[src/rtl/simd_pkg.sv]
// Shared encodings for the packed-SIMD saturation stage: width codes, clamp bytes,
// skid-buffer state type and the element-owner lookup used per lane.
package simd_pkg;

    localparam int LANES = 4;

    localparam logic [1:0] W8   = 2'b00;
    localparam logic [1:0] W16  = 2'b01;
    localparam logic [1:0] W32  = 2'b10;
    localparam logic [1:0] WRSV = 2'b11;

    localparam logic [7:0] SAT_POS_MS = 8'h7F;
    localparam logic [7:0] SAT_NEG_MS = 8'h80;
    localparam logic [7:0] SAT_POS_LO = 8'hFF;
    localparam logic [7:0] SAT_NEG_LO = 8'h00;

    typedef enum logic [1:0] {
        SKID_EMPTY = 2'b00,
        SKID_ONE   = 2'b01,
        SKID_FULL  = 2'b10
    } skid_state_t;

    // Lane holding the MS byte (and thus the overflow flag) of the element containing lane.
    function automatic logic [1:0] owner_lane(input logic [1:0] width, input logic [1:0] lane);
        logic [1:0] owner;
        case (width)
            W8:      owner = lane;
            W16:     owner = lane[1] ? 2'd3 : 2'd1;
            default: owner = 2'd3;
        endcase
        return owner;
    endfunction

endpackage

[src/rtl/simd_lane_sat.sv]
// Combinational clamp mux for one byte lane: substitutes the saturation byte
// when the lane is enabled and its element overflowed.
module simd_lane_sat
    import simd_pkg::*;
(
    input  logic [7:0] sum_byte,
    input  logic       ovf,
    input  logic       en,
    input  logic       sign,
    input  logic       last,
    output logic [7:0] sat_byte,
    output logic       sat
);

    always_comb begin
        sat      = en & ovf;
        sat_byte = sum_byte;
        if (sat) begin
            if (last) begin
                sat_byte = sign ? SAT_NEG_MS : SAT_POS_MS;
            end else begin
                sat_byte = sign ? SAT_NEG_LO : SAT_POS_LO;
            end
        end
    end

endmodule

[src/rtl/simd_sat_stage.sv]
// Registered saturation/output stage with a 2-entry skid buffer and sticky per-lane flags.
// Optional saturation event counter enabled by defining SIMD_SAT_CNT_EN.
module simd_sat_stage
    import simd_pkg::*;
#(
    parameter int LANES = 4,
    parameter int CNT_W = 16
) (
    input  logic             clk,
    input  logic             rst_n,
    input  logic             in_valid,
    output logic             in_ready,
    input  logic [31:0]      in_sum,
    input  logic [1:0]       in_width,
    input  logic [3:0]       in_overflow,
    input  logic [3:0]       in_sat_enable,
    input  logic [3:0]       in_sat_sign,
    input  logic [3:0]       in_sat_last,
    output logic             out_valid,
    input  logic             out_ready,
    output logic [31:0]      out_data,
    output logic [3:0]       out_sat,
    output logic [3:0]       status_sat,
    input  logic             status_clr
`ifdef SIMD_SAT_CNT_EN
    ,
    output logic [CNT_W-1:0] sat_count
`endif
);

    logic        width_rsv;
    logic [3:0]  lane_ovf;
    logic [31:0] beat_data;
    logic [3:0]  beat_sat;

    assign width_rsv = (in_width == WRSV);

    genvar gi;
    generate
        for (gi = 0; gi < LANES; gi++) begin : g_lane
            assign lane_ovf[gi] = in_overflow[owner_lane(in_width, 2'(gi))];

            simd_lane_sat u_lane_sat (
                .sum_byte (in_sum[8*gi +: 8]),
                .ovf      (lane_ovf[gi]),
                .en       (in_sat_enable[gi] & ~width_rsv),
                .sign     (in_sat_sign[gi]),
                .last     (in_sat_last[gi]),
                .sat_byte (beat_data[8*gi +: 8]),
                .sat      (beat_sat[gi])
            );
        end
    endgenerate

    skid_state_t state_reg, state_next;
    logic        in_ready_reg;
    logic [31:0] head_data_reg, tail_data_reg;
    logic [3:0]  head_sat_reg, tail_sat_reg;
    logic [3:0]  status_reg, status_next;
    logic        accept, drain;
    logic        load_head, load_tail, shift_tail;

    assign accept = in_valid & in_ready_reg;
    assign drain  = (state_reg != SKID_EMPTY) & out_ready;

    always_comb begin
        state_next = state_reg;
        load_head  = 1'b0;
        load_tail  = 1'b0;
        shift_tail = 1'b0;
        case (state_reg)
            SKID_EMPTY: begin
                if (accept) begin
                    state_next = SKID_ONE;
                    load_head  = 1'b1;
                end
            end
            SKID_ONE: begin
                if (accept && !drain) begin
                    state_next = SKID_FULL;
                    load_tail  = 1'b1;
                end else if (drain && !accept) begin
                    state_next = SKID_EMPTY;
                end else if (drain && accept) begin
                    load_head = 1'b1;
                end
            end
            SKID_FULL: begin
                if (drain) begin
                    state_next = SKID_ONE;
                    shift_tail = 1'b1;
                end
            end
            default: state_next = SKID_EMPTY;
        endcase
    end

    always_ff @(posedge clk or negedge rst_n) begin
        if (!rst_n) begin
            state_reg     <= SKID_EMPTY;
            in_ready_reg  <= 1'b1;
            head_data_reg <= '0;
            head_sat_reg  <= '0;
            tail_data_reg <= '0;
            tail_sat_reg  <= '0;
        end else begin
            state_reg    <= state_next;
            in_ready_reg <= (state_next != SKID_FULL);
            if (load_head) begin
                head_data_reg <= beat_data;
                head_sat_reg  <= beat_sat;
            end else if (shift_tail) begin
                head_data_reg <= tail_data_reg;
                head_sat_reg  <= tail_sat_reg;
            end
            if (load_tail) begin
                tail_data_reg <= beat_data;
                tail_sat_reg  <= beat_sat;
            end
        end
    end

    // Flags set at accept time; a same-cycle set overrides the clear for that lane.
    always_comb begin
        status_next = status_clr ? 4'b0000 : status_reg;
        if (accept) begin
            status_next = status_next | beat_sat;
        end
    end

    always_ff @(posedge clk or negedge rst_n) begin
        if (!rst_n) begin
            status_reg <= '0;
        end else begin
            status_reg <= status_next;
        end
    end

    assign in_ready   = in_ready_reg;
    assign out_valid  = (state_reg != SKID_EMPTY);
    assign out_data   = head_data_reg;
    assign out_sat    = head_sat_reg;
    assign status_sat = status_reg;

`ifdef SIMD_SAT_CNT_EN
    logic [CNT_W-1:0] cnt_reg;

    always_ff @(posedge clk or negedge rst_n) begin
        if (!rst_n) begin
            cnt_reg <= '0;
        end else if (accept && (|beat_sat)) begin
            if (status_clr) begin
                cnt_reg <= CNT_W'(1);
            end else if (cnt_reg != {CNT_W{1'b1}}) begin
                cnt_reg <= cnt_reg + CNT_W'(1);
            end
        end else if (status_clr) begin
            cnt_reg <= '0;
        end
    end

    assign sat_count = cnt_reg;
`endif

endmodule

[config.mk]
export PLATFORM = sky130hd
export DESIGN_NAME = simd_sat_stage
export DESIGN_NICKNAME = d
export VERILOG_FILES = /design/src/rtl/simd_pkg.sv /design/src/rtl/simd_lane_sat.sv /design/src/rtl/simd_sat_stage.sv
export SDC_FILE = /design/constraint.sdc
export NUM_CORES = 1
export LEC_CHECK = 0
export CAP_MARGIN = 15
export CORE_ASPECT_RATIO = 1.25
export CORE_UTILIZATION = 40
export DETAILED_ROUTE_END_ITERATION = 10
export GPL_TIMING_DRIVEN = 1
export PLACE_DENSITY = 0.67
export SETUP_SLACK_MARGIN = 0.15
export SLEW_MARGIN = 15
export SYNTH_ARGS = -nofsm -noshare
export SYNTH_HDL_FRONTEND = slang
export SYNTH_SLANG_ARGS = --single-unit
[constraint.sdc]
create_clock -name clk -period 2.4 [get_ports clk]
set_clock_uncertainty 0.2 [all_clocks]
set_input_delay 0.48 -clock clk [delete_from_list [all_inputs] [get_ports clk]]
set_output_delay 0.48 -clock clk [all_outputs]
set_load 0.05 [all_outputs]
==> metrics, run 1 <==
row cnt 38; Async S/R FF share, synth 100%; sequential area share after synthesis 55.0%; area taken by multi-input logic gates 0.00146 mm²; synth top area cells dfrtp_1, o21ai_0, nand2_1; Synth area leader dfrtp_1; Tmin final 2.22 ns; Iteration-0 DRC Markers 198; status completed; Final Setup Violations 0; num ports 97; Crit path largest cell delay 0.82 ns; CP delay by family, top buffers and inverters; first-pass GRT wire length approximately 15 mm; Avg Cell Area, Syn 9.86 µm²; Slew Viols, Final 0; Yosys Warn Count 0; Core ar. slightly below 0.009 mm²; Die Ht 108 µm; DIE WIDTH 86.8 µm; largest net degree at the start of global routing 64; Worst path depth 1; maximum vdd drop 0.000639 V; remaining global-route overflow 0; Clock Sinks 79; Slew HR around two thirds; DP Area 0.00480 mm²; Arrival @ worst endpoint between 1.5 and 2 ns; crit share post-route 92.6%; Total Wirelength 9.10 mm; drt pass-1 iters 4; via count 3074; syn_nets 428; hold depth 2; worst path required time 1.72 ns; Via density approximately 5.2; final hold vios 0; CTS Root Cell clkbuf_8; Leak around 2.3 nW; Critical path origin out_data[21]; Max Root-Sink Buffers 2; FMAX between 400 and 500 MHz; RD Place Congestion 0.788; fillers 777; worst slew pin tran 0.526 ns; wl on met1 3.87 mm; Yosys reg bits 79; Worst Setup End Kind primary output; antenna fix cells 0; Total Power 6.26 mW; antenna-violating nets left 0; Die ar. around 0.0094 mm²; highest metal used met4; startpoint types flip-flop; Critical Path Sink out_data[21]; crit path cell chain clkdlybuf4s50_1; RSZ-0062 raised after global routing no; Hold Path Class flip-flop to flip-flop; vias in the first global route 3064; Post-Syn Area 0.00360 mm²; Yosys cell types 35; Reg area 0.00198 mm²; Main synth FF type dfrtp_1; Reg2Reg Depth 5; post-CTS setup buffers 0; final net count 531; critical path class flip-flop to primary output; Max Cap Viol 0; CTS buffer count 9; most frequent cells after synthesis dfrtp_1, o21ai_0, nand2_1; Syn Inst Count 365; antenna violations before repair 0; initial core utilization 41.3%; met3 wire length between 300 and 400 µm; dpl hpwl 6.57 mm; number of port buffers 96; H-tree depth 3; Synth top area share between 50% and 60%; power per cell area roughly 1200 mW/mm²; R2R Setup Slk roughly 0.44 ns; critical path's slowest cell clkdlybuf4s50_1; Max FO, Critical Path 2; most numerous cell in the Yosys netlist dfrtp_1; share of layout cells above drive strength 1 10.4%; area delta synth->final 40.1%; clock latency on the worst-skew pair about 0.34 ns; WL per Instance 15.3 µm; reg2reg start in_ready; GRT Util Overall 20.5%; metal2 WL around 4.7 mm; CP bufs+invs 1; Post-synth EDFFs 0; TritonCTS clock tree yes; RR Endpoint tail_data_reg[21]; Design Area, Final 0.00504 mm²; clk slew on worst S/H paths 0.08 ns; Residual DRC 0
## metrics by stage
step                TNS [ns]  setup slack (ns)  std cells  utilization [%]  hold WS [ns]
floorplan                  0             0.279        365                -       -0.0156
global placement      -0.128           -0.0220        576             55.1         0.261
detailed placement    -0.642           -0.0822        576             55.1         0.271
CTS                        0             0.153        593             57.7         0.290
global route               0             0.151        593             57.9         0.309
finish                     0             0.178        593             57.9         0.285
## power breakdown
part | internal, mW | switching, mW
logic | 1.08 | 1.85
clock network | 0.545 | 0.491
registers | 1.93 | 0.365
## area by class of cell
| cell class | count | area share (%) |
|---|---|---|
| multi-input cells | 244 | 28.9 |
| clock buffers | 11 | 3.00 |
| well taps | 120 | 2.98 |
| inverters | 17 | 1.27 |
| flip-flops and latches | 79 | 39.2 |
| repair buffers | 117 | 23.4 |
| clock inverters | 5 | 1.27 |
## placed cells by master (no fill, tap or decap), drive strengths merged, types with 3 or more instances in the layout
cell            n
inv            18
dfrtp          78
nand3          17
clkbuf         11
mux2i           8
nor2b           9
ha              8
nor2            7
nor3            3
o21ai          71
nand2          52
a211oi          9
buf            24
dlymetal6s2s    7
a22o            7
a311o           7
nand2b          3
clkdlybuf4s50  84
a21oi          11
o22ai           3
a22oi          17
## metal layers
metal	track usage [%]	vias to the layer above
met5	0	-
met4	7.50	0
met3	3.74	13
met2	35.4	80
met1	25.4	1487
li1	-	1494
## worst min path at each step
stage	startpoint	end	slack [ns]
after detailed placement	rst_n	tail_data_reg[22]	0.27
after floorplan	rst_n	out_data[0]	-0.02
after global routing	tail_sat_reg[1]	tail_sat_reg[1]	0.31
after global placement	tail_data_reg[8]	tail_data_reg[8]	0.26
after CTS	tail_data_reg[11]	tail_data_reg[11]	0.29
final	tail_sat_reg[1]	tail_sat_reg[1]	0.28
## worst reg2reg max path, cell delays in order, from the launching register on
cell     delay, ns
dfstp_2       0.58
nand2_2       0.12
nor2_1        0.23
nand2_2       0.12
or3_1         0.51
nand3_1       0.13
## kinds of logic (layout without fill, tap and decap cells)
family	count (synthesis)	after routing	share of synthesized area, %
AOI/OAI and AO/OA	127	127	21.5
and+or+nand+nor	101	101	13.6
DFF	79	79	55.0
buffers and inverters	42	150	4.87
adders and majority gates	8	8	2.78
muxes	8	8	2.23
## repair_timing
item,CTS,global route
setup endpoints to repair,1,8
endpoints found under the hold margin,32,0
cloned,0,0
hold buffers,1,0
gates resized for setup,1,8
Power figures use the tool's default switching activity.
==> inputs of run 2 (changes only) <==
--- a/config.mk
+++ b/config.mk
@@ -6,8 +6,8 @@
 export NUM_CORES = 1
 export LEC_CHECK = 0
 export CAP_MARGIN = 15
-export CORE_ASPECT_RATIO = 1.25
 export CORE_UTILIZATION = 40
+export CTS_BUF_LIST = sky130_fd_sc_hd__clkbuf_8
 export DETAILED_ROUTE_END_ITERATION = 10
 export GPL_TIMING_DRIVEN = 1
 export PLACE_DENSITY = 0.67
==> metrics, run 2 (synthesis gave the netlist of run 1 again) <==
antenna violations before repair 0; initial core utilization about two fifths; Total Power 6.27 mW; Reg area 0.00198 mm²; number of port buffers 96; Worst Setup End Kind primary output; WL per Instance about 15 µm; power per cell area approximately 1200 mW/mm²; Die ar. 0.00938 mm²; Hold Path Class flip-flop to flip-flop; FMAX between 400 and 500 MHz; critical path class flip-flop to primary output; DIE WIDTH 96.8 µm; Clock Sinks 79; vias in the first global route 3052; H-tree depth 3; Max Root-Sink Buffers 2; GRT Util Overall 20.1%; remaining global-route overflow 0; crit share post-route slightly above 90%; Final Setup Violations 0; Combinational Power Share ~46%; Iteration-0 DRC Markers about 110; Total Wirelength 8.84 mm; Tmin final about 2.2 ns; setup_tns 0 ns; Sequential Power Share a little over a third; area delta synth->final 39.9%; Residual DRC 0; first-pass GRT wire length 15.1 mm; largest net degree at the start of global routing 35; Die Ht 96.8 µm; most common cell after layout, fill and taps aside clkdlybuf4s50_1; Crit path largest cell delay 0.81 ns; critical path's slowest cell clkdlybuf4s50_1; clk slew on worst S/H paths 0.08 ns; Max Cap Viol 0; Via density 5.26; via count a little over 3000; worst slew pin tran about 0.53 ns; drt pass-1 iters 4; worst path required time around 1.7 ns; fillers roughly 770; RSZ-0062 raised after global routing no; area taken by multi-input logic gates 0.00145 mm²; Switching Fraction between 40% and 50%; antenna fix cells 0; status completed; most frequent cells in the layout clkdlybuf4s50_1, dfrtp_1, o21ai_0; final hold vios 0; Max FO, Critical Path 2; Pint 3.61 mW; CP bufs+invs 1; Slew HR 64.5%; RD Place Congestion 0.778; TritonCTS clock tree yes; dpl hpwl approximately 6.3 mm; Leak between 2 and 2.5 nW; num ports 97; clock share of power 17.5%; clock latency on the worst-skew pair 0.35 ns; net load switching power 2.66 mW; antenna-violating nets left 0; row cnt 34; final net count 534; Finished Core Util between 50% and 60%; CP delay by family, top buffers and inverters; CTS Root Cell clkbuf_8; Arrival @ worst endpoint about 1.5 ns; maximum vdd drop ~0.00048 V; CTS buffer count 9; worst hold slack 0.279 ns; Core ar. 0.00872 mm²; Slew Viols, Final 0; share of layout cells above drive strength 1 10.3%; startpoint types flip-flop; crit path cell chain clkdlybuf4s50_1
-- run 2: metal layers --
layer	track usage [%]	vias up	wire (µm)
li1	-	1502	-
met1	27.7	1466	4050
met2	31.0	91	4110
met3	3.61	13	471
met4	8.61	0	210
met5	0	-	0
-- run 2: worst paths after layout --
kind                                 startpoint              end  slack (ns)  cells after the start
worst max-delay path                 out_sat[0]       out_sat[0]        0.18                      1
worst min-delay path            tail_sat_reg[1]  tail_sat_reg[1]        0.28                      2
worst max register to register         in_ready     out_data[28]        0.52                      6
worst min register to register  tail_sat_reg[1]  tail_sat_reg[1]        0.28                      2
max in group asynchronous                 rst_n     out_data[27]        0.99                      3
min in group asynchronous                 rst_n     out_data[22]        0.39                      2
-- run 2: worst reg2reg max path, cell delays in order (launching register included) --
cell,delay (ns)
dfstp_2,0.58
nand2_2,0.12
nor3_4,0.21
buf_4,0.29
buf_4,0.22
a211oi_1,0.05
a21oi_1,0.12
-- run 2: metrics by stage --
step	cell area [µm²]	setup slack, ns	std cells
finish	5030	0.184	584
global route	5030	0.152	584
CTS	5010	0.155	584
detailed placement	4780	-0.0415	567
global placement	4780	0.0235	567
floorplan	3600	0.279	365
-- run 2: area by class of cell --
class                   count  area share (%)
clock buffers              10            2.74
clock inverters             6            1.69
inverters                  17            1.27
multi-input cells         244            28.9
flip-flops and latches     79            39.3
well taps                 108            2.69
repair buffers            120            23.4
-- run 2: power groups by stage --
stage,sequential [mW],combinational (mW),clock [mW]
floorplan,3.29,0.885,0
finish,2.28,2.89,1.10
CTS,2.29,2.93,1.12
detailed placement,2.30,2.93,0
global route,2.36,3.11,1.18
global placement,2.29,2.90,0
-- run 2: what timing repair did --
action / in CTS / in global routing
endpoints found under the setup margin: 3 / 8
resized for setup: 3 / 8
hold endpoints to repair: 26 / 0
setup buffers: 0 / 0
gates cloned: 0 / 0
hold buffers: 1 / 0
